==> src/rtl/plank_frame_parser.sv <==
// Plank frame parser: assembles 21-byte UART command frames
// (header, power mask, 8 attenuation words, 8 phase words, spare, XOR checksum, footer)
// into shadow registers and commits all 104 output bits at once when a frame is valid.
module plank_frame_parser #(
   parameter int unsigned TIMEOUT_CLKS = 17360,
   parameter logic [7:0]  HDR          = 8'hAA,
   parameter logic [7:0]  FTR          = 8'h55
) (
   input  logic        i_clk,
   input  logic        i_rst,
   input  logic        i_rx_dv,
   input  logic [7:0]  i_rx_byte,
   output logic [7:0]  o_ch_power,
   output logic [47:0] o_attn_bus,
   output logic [47:0] o_phase_bus,
   output logic        o_frame_done,
   output logic        o_frame_err,
   output logic [1:0]  o_err_code,
   output logic        o_busy
);

   // The timer only has to hold values up to TIMEOUT_CLKS-1; the terminal
   // increment is detected combinationally and never stored.
   localparam int unsigned TW         = (TIMEOUT_CLKS > 1) ? $clog2(TIMEOUT_CLKS) : 1;
   localparam logic [TW-1:0] TIMER_LAST = TW'(TIMEOUT_CLKS - 1);
   localparam logic [4:0]  LAST_IDX   = 5'd17;

   typedef enum logic [1:0] {
      IDLE    = 2'd0,
      PAYLOAD = 2'd1,
      CHECK   = 2'd2,
      FOOTER  = 2'd3
   } state_t;

   state_t        state;
   state_t        state_next;
   logic [TW-1:0] timer;
   logic [4:0]    idx;
   logic [7:0]    xor_sum;
   logic [7:0]    power_sh;
   logic [47:0]   attn_sh;
   logic [47:0]   phase_sh;

   logic          timeout_hit;
   logic          checksum_ok;
   logic          start_frame;
   logic          store_byte;
   logic          commit;
   logic          reject;
   logic [1:0]    err_code_next;

   // A strobe in the same cycle as the terminal count always wins over the timeout.
   assign timeout_hit = (state != IDLE) && !i_rx_dv && (timer == TIMER_LAST);
   assign checksum_ok = (i_rx_byte == xor_sum);
   assign o_busy      = (state != IDLE);

   // State register.
   always_ff @(posedge i_clk) begin
      if (i_rst) begin
         state <= IDLE;
      end else begin
         state <= state_next;
      end
   end

   // Next-state decode: header opens a frame, 18 payload bytes, checksum, footer.
   always_comb begin
      state_next = state;
      if (timeout_hit) begin
         state_next = IDLE;
      end else if (i_rx_dv) begin
         case (state)
            IDLE:    if (i_rx_byte == HDR) state_next = PAYLOAD;
            PAYLOAD: if (idx == LAST_IDX) state_next = CHECK;
            CHECK:   state_next = checksum_ok ? FOOTER : IDLE;
            FOOTER:  state_next = IDLE;
            default: state_next = IDLE;
         endcase
      end
   end

   // Control decode: which datapath action this cycle's strobe (or timeout) causes.
   always_comb begin
      start_frame   = 1'b0;
      store_byte    = 1'b0;
      commit        = 1'b0;
      reject        = 1'b0;
      err_code_next = 2'b00;
      if (timeout_hit) begin
         reject        = 1'b1;
         err_code_next = 2'b11;
      end else if (i_rx_dv) begin
         case (state)
            IDLE:    start_frame = (i_rx_byte == HDR);
            PAYLOAD: store_byte  = 1'b1;
            CHECK: begin
               if (!checksum_ok) begin
                  reject        = 1'b1;
                  err_code_next = 2'b01;
               end
            end
            FOOTER: begin
               if (i_rx_byte == FTR) begin
                  commit = 1'b1;
               end else begin
                  reject        = 1'b1;
                  err_code_next = 2'b10;
               end
            end
            default: begin
               start_frame = 1'b0;
            end
         endcase
      end
   end

   // Inter-byte timer: runs only inside a frame and restarts on every accepted byte.
   always_ff @(posedge i_clk) begin
      if (i_rst) begin
         timer <= '0;
      end else if (i_rx_dv || (state_next == IDLE)) begin
         timer <= '0;
      end else begin
         timer <= timer + 1'b1;
      end
   end

   // Shadow capture: payload bytes land by index, checksum covers all 8 bits of each.
   always_ff @(posedge i_clk) begin
      if (i_rst) begin
         idx      <= '0;
         xor_sum  <= '0;
         power_sh <= '0;
         attn_sh  <= '0;
         phase_sh <= '0;
      end else if (timeout_hit) begin
         idx      <= '0;
         xor_sum  <= '0;
         power_sh <= '0;
         attn_sh  <= '0;
         phase_sh <= '0;
      end else if (start_frame) begin
         idx     <= '0;
         xor_sum <= '0;
      end else if (store_byte) begin
         idx     <= idx + 5'd1;
         xor_sum <= xor_sum ^ i_rx_byte;
         if (idx == 5'd0) begin
            power_sh <= i_rx_byte;
         end
         for (int c = 0; c < 8; c++) begin
            if (idx == 5'(c + 1)) attn_sh[6*c +: 6]  <= i_rx_byte[5:0];
            if (idx == 5'(c + 9)) phase_sh[6*c +: 6] <= i_rx_byte[5:0];
         end
      end
   end

   // Output registers: a commit moves the whole shadow set in one edge; pulses last one cycle.
   always_ff @(posedge i_clk) begin
      if (i_rst) begin
         o_ch_power   <= '0;
         o_attn_bus   <= '0;
         o_phase_bus  <= '0;
         o_frame_done <= 1'b0;
         o_frame_err  <= 1'b0;
         o_err_code   <= 2'b00;
      end else begin
         o_frame_done <= commit;
         o_frame_err  <= reject;
         if (commit) begin
            o_ch_power  <= power_sh;
            o_attn_bus  <= attn_sh;
            o_phase_bus <= phase_sh;
            o_err_code  <= 2'b00;
         end else if (reject) begin
            o_err_code  <= err_code_next;
         end
      end
   end

endmodule

==> config.mk <==
export PLATFORM = sky130hd
export DESIGN_NAME = plank_frame_parser
export DESIGN_NICKNAME = d
export VERILOG_FILES = /design/src/rtl/plank_frame_parser.sv
export SDC_FILE = /design/constraint.sdc
export NUM_CORES = 1
export LEC_CHECK = 0
export CORE_MARGIN = 1
export CORE_UTILIZATION = 55
export DETAILED_ROUTE_END_ITERATION = 16
export PLACE_DENSITY = 0.81
export SLEW_MARGIN = 20
export SYNTH_ARGS = -nofsm -noshare
export SYNTH_HDL_FRONTEND = slang
export SYNTH_SLANG_ARGS = --single-unit
==> constraint.sdc <==
create_clock -name i_clk -period 2.2 [get_ports i_clk]
set_input_delay 0.55 -clock i_clk [delete_from_list [all_inputs] [get_ports i_clk]]
set_output_delay 0.55 -clock i_clk [all_outputs]
set_load 0.02 [all_outputs]
### Word level (Yosys, flattened, before mapping)

Index checks and enable logic that the tools add are counted.

* register bits: 242
* output and inout port bits: 109
* word-level logic and storage cells: 110

* add/sub/neg operators: 2
* equal/unequal tests: 24
* multiplexer cells: 26
* bitwise operators: 2
* reduce and logical (&&, ||, !) cells: 29

Operator list (number)
* $reduce_and 3->1: 17
* $eq 5x4->1 const B: 8
* $eq 5x3->1 const B: 4
* $mux 2: 8
* $add 15x1->15 const B: 1
* $eq 15x15->1 const B: 1
* $mux 1: 15
* $eq 5x2->1 const B: 2
* $eq 5x5->1 const B: 2
* $eq 8x7->1 const B: 1
* $eq 8x8->1: 1
* $eq 8x8->1 const B: 1
* $pmux 2 s4: 1
* $xor 8x8->8: 1
* $reduce_or 2->1: 3
* $add 5x1->5 const B: 1
* $eq 5x1->1 const B: 1
* $logic_not 5->1: 1
* $eq 2x2->1 const B: 2
* $logic_not 2->1: 2
* $pmux 2 s2: 1
* $reduce_or 3->1: 1
* $eq 2x1->1 const B: 1
* $logic_and 1x1->1: 2
* 5 further kinds: 5

### Longest topological paths before layout

Gate-level depths: netlist of the first run.

* word-level depth: 8
* gate-level depth with buffers: 8

### Worst setup path before layout of the first run

OpenSTA, ideal clock, no wires.

* kind: in2reg
* start point: input i_rx_dv
* end point: register attn_sh[24]
* setup time: 0.128 ns
* arrival time: 1.716 ns
* slack: 0.357 ns
* cell stages on the path: 6
* path buffers: 2
* path through: buf_2 nand4b_4 buf_6 nor4b_4 mux2i_1 nor2_1

* word-level cells in the longest chain between the ends: 6
* elaborated cells between the ends (all ways): 10
* classes of those cells: mux (4); bitwise (1); reduce/logical (5)

RTL lines
* start, declared: RTL line 11 `input logic i_rx_dv,`
* $logic_not 1->1: RTL line 53 `assign timeout_hit = (state != IDLE) && !i_rx_dv && (timer == TIMER_LAST);`
* $logic_and 1x1->1 (2 in series): RTL line 53
* $mux 1: RTL line 89 `if (timeout_hit) begin`
* $not 1->1 (no source line)
* $reduce_and 3->1 (no source line)
* end signal, assigned by index: RTL line 152 `if (idx == 5'(c + 1)) attn_sh[6*c +: 6] <= i_rx_byte[5:0];`
* end, declared: RTL line 41 `logic [47:0] attn_sh;`

Parallel ways exist; a longest one is shown, timed or not.
A chain may end at the register's enable or synchronous reset.

### Final worst setup path of the first run

* start point: register o_phase_bus[42]
* end point: output o_phase_bus[42]

RTL lines
* start, declared: RTL line 15 `output logic [47:0] o_phase_bus,`
* start signal, assigned: RTL line 173 `o_phase_bus <= phase_sh;`

No word-level cell between the ends.

==> results of run 1 <==
[flip-flops by register name (all words and copies together) (netlist names)]
signal	flops
o_frame_err	1
phase_sh	48
timer	15
attn_sh	48
idx	5
o_ch_power	8
state	2
o_frame_done	1
o_attn_bus	48
power_sh	8
xor_sum	8
o_phase_bus	48
o_err_code	2
[Yosys cell counts, drive strengths merged, types with 2 or more instances]
| library cell | instances |
|---|---|
| nor3 | 6 |
| buf | 31 |
| a311oi | 2 |
| nand4b | 5 |
| ha | 6 |
| xor2 | 21 |
| and4b | 3 |
| nor4 | 5 |
| nor4b | 7 |
| clkbuf | 40 |
| dfxtp | 242 |
| a31oi | 2 |
| nand3 | 16 |
| o21ai | 4 |
| nor2 | 129 |
| and3 | 6 |
| nand2 | 235 |
| mux2i | 98 |
| and2 | 2 |
| inv | 7 |
| or3 | 2 |
| xnor2 | 9 |
| nand4 | 7 |
| a21oi | 116 |
[stage by stage]
stage                     setup TNS (ns)  utilization  setup slack [ns]
final                                  0        0.732             0.132
after floorplan                        0            -             0.357
after global routing                   0        0.732            0.0728
after global placement             -8.99        0.680            -0.151
after detailed placement          -11.61        0.680            -0.183
after CTS                              0        0.732            0.0250
[repair_timing]
action | 4_1_cts | 5_1_grt
hold buffers | 0 | 0
resized for setup | 0 | 1
endpoints found under the setup margin | 0 | 1
[cell usage in the layout, fill, tap and decap left out, types with 3 or more instances in the layout]
cell	instances
inv_1	7
clkbuf_1	3
o21ai_0	3
nand2_1	235
and3_1	5
mux2i_1	98
nor2_1	129
buf_12	12
and4b_1	3
nor3_1	3
nor4b_4	3
nand4_1	7
ha_1	6
xor2_1	21
a21oi_1	116
dfxtp_1	242
clkbuf_16	25
xnor2_1	9
nand4b_1	4
nor4_1	5
clkbuf_8	9
nor3_2	3
nand3_1	15
clkdlybuf4s50_1	117
buf_4	56
[power by group through the flow]
stage	combinational, mW	sequential, mW	clock [mW]
6_report	0.221	4.38	4.17
5_1_grt	0.234	4.38	4.42
4_1_cts	0.218	4.38	4.22
3_5_place_dp	0.216	4.48	0
3_3_place_gp	0.215	4.48	0
2_1_floorplan	0.105	4.48	0
[cells by family (layout without fill, tap and decap cells)]
family | after synthesis | count (layout)
xor gates and xnor gates | 30 | 30
buffers and inverters | 78 | 236
adders and majority gates | 6 | 6
AOI/OAI and AO/OA | 132 | 132
DFF | 242 | 242
muxes | 98 | 98
and+or+nand+nor | 430 | 430
[cell type report]
| type | instances | area [µm²] | share of cell area |
|---|---|---|---|
| tap | 216 | 270 | 0.0230 |
| sequential | 242 | 4840 | 0.412 |
| clock buffer | 37 | 761 | 0.0647 |
| inverter | 7 | 26.3 | 0.00224 |
| clock inverter | 6 | 67.6 | 0.00575 |
| multi-input combinational | 696 | 3940 | 0.335 |
| timing repair buffer | 186 | 1840 | 0.157 |
[routing by layer]
metal	up-vias	share of wire	wire [µm]	track usage
met1	3605	0.45	9800	0.341
met3	39	0.041	894	0.0326
met5	-	0	0	0
li1	3641	-	-	-
met4	0	0.024	511	0.0751
met2	196	0.48	10400	0.423
[worst max-delay path by stage]
stage	to	cells after the start	from	slack, ns
final	o_phase_bus[42]	1	o_phase_bus[42]	0.13
after global routing	o_phase_bus[44]	1	o_phase_bus[44]	0.07
after CTS	o_busy	3	state[0]	0.02
after detailed placement	attn_sh[37]	6	i_rx_dv	-0.18
after global placement	attn_sh[34]	6	i_rx_dv	-0.15
after floorplan	attn_sh[24]	6	i_rx_dv	0.36
==> metrics.md, run 1 <==
| Metric | Value |
|---|---|
| Status | `finished clean` |
| Antenna-violating nets left | `0` |
| FF-to-FF Start | `timer[0]` |
| Max-capacitance violation count | `0` |
| Vias in the first global route | `6978` |
| Clock Tree Root | `clkbuf_16` |
| Syn avg cell area | `8.99 µm²` |
| RSZ-0062 raised after global routing | `false` |
| Synth Register Bits | `approximately 240` |
| Non-Filler Instances | `1390` |
| Worst Path Max Fanout | `2` |
| Final nets | `1174` |
| Hold endpoint | `o_phase_bus[28]` |
| Worst-path cell chain | `clkdlybuf4s50_1` |
| Max Buffers Root-to-Sink | `3` |
| Drt total wl | `21600 µm` |
| WL/cell | `15.5 µm` |
| Maximum clock frequency | `between 0.4 and 0.5 GHz` |
| Multiplexer share of the synthesized area | `0.107` |
| Area after DPL | `0.0109 mm²` |
| Worst r2r dst | `attn_sh[44]` |
| Via density | `5.38` |
| Top_reg_cell synth | `dfxtp_1` |
| Fillers | `1139` |
| Num CTS Buffers | `24` |
| Global-route wire length before repair | `34500 µm` |
| Worst hold slack | `0.397 ns` |
| DRT Pass-1 Iters | `5` |
| Placed instance count | `1347` |
| Biggest area consumer among synthesized cells | `dfxtp_1` |
| TritonCTS clock tree | `built` |
| Buf/Inv on CP | `1` |
| Startpoint Class | `flip-flop` |
| HP Start | `i_rst` |
| P_int | `6.96 mW` |
| Initial antenna violation count | `0` |
| Syn nets | `a little over 1000` |
| Flop pwr share | `0.499` |
| Die width | `131 µm` |
| PortBufs | `119` |
| Clock skew | `approximately 0.011 ns` |
| Tmin final | `around 2.1 ns` |
| CP endpoint kind | `output port` |
| Combinational share of power | `0.025` |
| Switch share | `0.207` |
| Hold depth | `2` |
| Post-synthesis async set-or-reset flop share | `0` |
| Fin. max-slew vios | `0` |
| Largest family of logic cells by synthesized area | `simple AND/OR/NAND/NOR gates` |
| Clock network power share | `0.475` |
| Sequential fraction of the synthesis area | `0.530` |
| Pleak | `around 4.5 nW` |
| Final Cycle Share | `0.940` |
| Sw Pwr | `1.82 mW` |
| Power Total | `8.77 mW` |
| Cell count after synthesis | `1016` |
| Share of cells above drive strength 1 | `0.105` |
| Post-Synth Simple-Gate Area | `0.207` |
| CORE AREA | `about 0.016 mm²` |
| Area contributors post-synth | `dfxtp_1 (53%), mux2i_1 (11%), nand2_1 (9.7%)` |
| R2R depth | `6` |
| Slew margin rel. | `0.586` |
| Post-CTS Setup Inserts | `0` |
| Initial Util | `0.569` |
| CP arrival | `roughly 1.5 ns` |
| Synth top area share | `0.530` |
| WS Path Type | `flip-flop to output port` |
| Largest net degree at the start of global routing | `95` |
| Die Y | `131 µm` |
| Layout area overhead | `28.7%` |
| Iteration-0 DRC count of the detailed router | `roughly 540` |
| Post-synth EDFFs | `0` |
| Antenna Cells | `0` |
| Post-Synth Adder-Cell Area | `0.00822` |
| Synth warnings | `0` |
| Flop2flop setup slack | `0.31 ns` |
| H-tree lvl count | `1` |
| Clk sinks | `roughly 240` |
| Synth Area in Compound Gates | `0.0770` |
| Clock Latency Late Sink | `between 0.5 and 0.6 ns` |
| # setup viols final | `0` |
| WP data required | `1.65 ns` |
| Clock-pin slew on the worst setup and hold paths | `0.07 ns` |
| Gr usage total | `0.253` |
| DR DRC count | `0` |
| Cell row count | `46` |
| Ports | `120` |
| Design area | `0.0118 mm²` |
| Crit path largest cell delay | `0.62 ns` |
| Cell variety after synth | `48` |
| Final GP Congestion | `roughly 0.85` |
| Hold Path Class | `input port to flip-flop` |
| Post-DP HPWL | `between 10000 and 15000 µm` |
| CP max stage cell | `clkdlybuf4s50_1` |
| Pin slew with the least headroom to its limit | `between 0.6 and 0.7 ns` |
| Mapped cell area | `between 0.009 and 0.01 mm²` |
| Synth Area in XOR/XNOR | `0.0288` |
| Vias | `7481` |
| Hold Fails Final Rpt | `0` |
| Cell family with most CP delay | `buffers and inverters` |
| Gr ovfl total | `0` |
| Peak VDD IR | `698 µV` |
| Power density over the cells | `746 mW/mm²` |
| Full die area | `about 0.017 mm²` |
Power figures use the tool's default switching activity.
==> run 2, diff against run 1 <==
- CORE_MARGIN: 1 -> 10
==> run 2 against run 1 <==
Compared with the run above:
- cell count did not move
- via count fell by 1.2%
- routed wire length rose by 3.8%
- sequential cell count did not move
- global-route usage fell by 5.9 points
- clock skew rose by 0.0063 ns
- utilization fell by 2.2 points
==> metrics.md, run 2 (synthesis gave the netlist of run 1 again) <==
| Metric | Value |
|---|---|
| PortBufs | `119` |
| Pre-CTS WS | `-0.236 ns` |
| Peak VDD IR | `610 µV` |
| WP data required | `1.65 ns` |
| Final nets | `between 1000 and 1500` |
| Final Cycle Share | `0.944` |
| Worst hold slack | `0.315 ns` |
| CP endpoint kind | `output port` |
| Slew margin rel. | `0.589` |
| CTS Hold Bufs | `0` |
| Max-capacitance violation count | `0` |
| Antenna Cells | `0` |
| Maximum clock frequency | `0.482 GHz` |
| DR DRC count | `0` |
| Die width | `about 150 µm` |
| Status | `finished clean` |
| Cell row count | `47` |
| Switch share | `0.208` |
| Final Util | `0.710` |
| RSZ-0062 raised after global routing | `false` |
| Startpoint Class | `flip-flop` |
| H-tree lvl count | `1` |
| Clock network power share | `0.468` |
| Share of cells above drive strength 1 | `0.101` |
| CP max stage cell | `clkdlybuf4s50_1` |
| Initial antenna violation count | `0` |
| Full die area | `0.0222 mm²` |
| Flop pwr share | `0.507` |
| Most frequent cells in the layout | `dfxtp_1 (241), nand2_1 (235), nor2_1 (129), clkdlybuf4s50_1 (117), a21oi_1 (116)` |
| Post-cts resize count | `2` |
| Fillers | `1206` |
| P_int | `6.84 mW` |
| Drt total wl | `22400 µm` |
| Antenna-violating nets left | `0` |
| Fin. max-slew vios | `0` |
| Clock Latency Late Sink | `between 0.5 and 0.6 ns` |
| Initial Util | `0.557` |
| Die Y | `149 µm` |
| Tmin final | `2.08 ns` |
| Post-CTS Setup Inserts | `0` |
| Global-route wire length before repair | `36200 µm` |
| Pin slew with the least headroom to its limit | `0.608 ns` |
| Worst-path cell chain | `clkdlybuf4s50_1` |
| Vias | `7388` |
| CP arrival | `roughly 1.5 ns` |
| Crit path largest cell delay | `0.63 ns` |
| Final GP Congestion | `0.844` |
| Clock skew | `0.0172 ns` |
| Largest net degree at the start of global routing | `55` |
| # setup viols final | `0` |
| Clk sinks | `242` |
| Max Buffers Root-to-Sink | `3` |
| Num CTS Buffers | `24` |
| Commonest non-fill, non-tap cell in the layout | `dfxtp_1` |
| Gr ovfl total | `0` |
| Clock-pin slew on the worst setup and hold paths | `0.06 ns` |
| Ports | `120` |
| Sw Pwr | `around 1.8 mW` |
| Cell family with most CP delay | `buffers and inverters` |
| Combinational share of power | `0.025` |
| WL/cell | `16.1 µm` |
| Iteration-0 DRC count of the detailed router | `534` |
| Post-DP HPWL | `14700 µm` |
| Gr usage total | `0.194` |
| DRT Pass-1 Iters | `4` |
| Power density over the cells | `742 mW/mm²` |
| Vias in the first global route | `7300` |
| Clock Tree Root | `clkbuf_16` |
| Hold Path Class | `input port to flip-flop` |
| Layout area overhead | `27.5%` |
| Placed instance count | `1348` |
| Hold Fails Final Rpt | `0` |
| CORE AREA | `0.0164 mm²` |
| TritonCTS clock tree | `built` |
| Worst Path Max Fanout | `2` |
| Via density | `between 5 and 6` |
| Buf/Inv on CP | `1` |
| Pleak | `4.44 nW` |
| Final setup margin | `0.124 ns` |
| Non-Filler Instances | `1390` |
| WS Path Type | `flip-flop to output port` |
==> run 2: layout make-up <==
| type | instances | area, µm² | share of cell area |
|---|---|---|---|
| Clock inverter | 6 | 61.3 | 0.00526 |
| Tap cell | 220 | 275 | 0.0236 |
| Clock buffer | 36 | 727 | 0.0624 |
| Inverter | 7 | 26.3 | 0.00226 |
| Multi-Input combinational cell | 696 | 3940 | 0.338 |
| Timing Repair Buffer | 183 | 1770 | 0.152 |
| Sequential cell | 242 | 4850 | 0.416 |
==> run 2: metrics by stage <==
stage	instance area (µm²)	power, mW	setup TNS (ns)
after detailed placement	10900	4.69	-24.06
after global placement	10900	4.68	-21.25
after CTS	11600	8.69	0
after global routing	11600	8.87	0
after floorplan	9130	4.58	0
final	11600	8.64	0
==> run 2: path summary, 6_finish.rpt <==
check / from / end / slack [ns] / cells after the start
worst max-delay path: o_attn_bus[1] / o_attn_bus[1] / 0.12 / 1
worst min-delay path: i_rst / o_err_code[0] / 0.32 / 2
worst max register to register: timer[0] / attn_sh[47] / 0.32 / 6
worst min register to register: timer[0] / timer[0] / 0.44 / 1
==> run 2: power by group through the flow <==
stage                     Clock (mW)  Combinational, mW  Sequential, mW
final                           4.05              0.213            4.38
after global routing            4.26              0.226            4.38
after CTS                       4.10              0.211            4.38
after detailed placement           0              0.207            4.48
after global placement             0              0.205            4.48
after floorplan                    0              0.105            4.48
==> run 2: layer usage <==
| metal | wire (µm) | vias up | global-route usage |
|---|---|---|---|
| li1 | - | 3632 | - |
| met1 | 9750 | 3537 | 0.242 |
| met2 | 10900 | 182 | 0.336 |
| met3 | 1360 | 37 | 0.0404 |
| met4 | 414 | 0 | 0.0437 |
| met5 | 0 | - | 0 |
==> run 3, diff against run 2 <==
- ABC_CLOCK_PERIOD_IN_PS: unset -> 2200
==> results of run 3 <==
No change in the layout: final DEF, timing and power equal those of run 2.
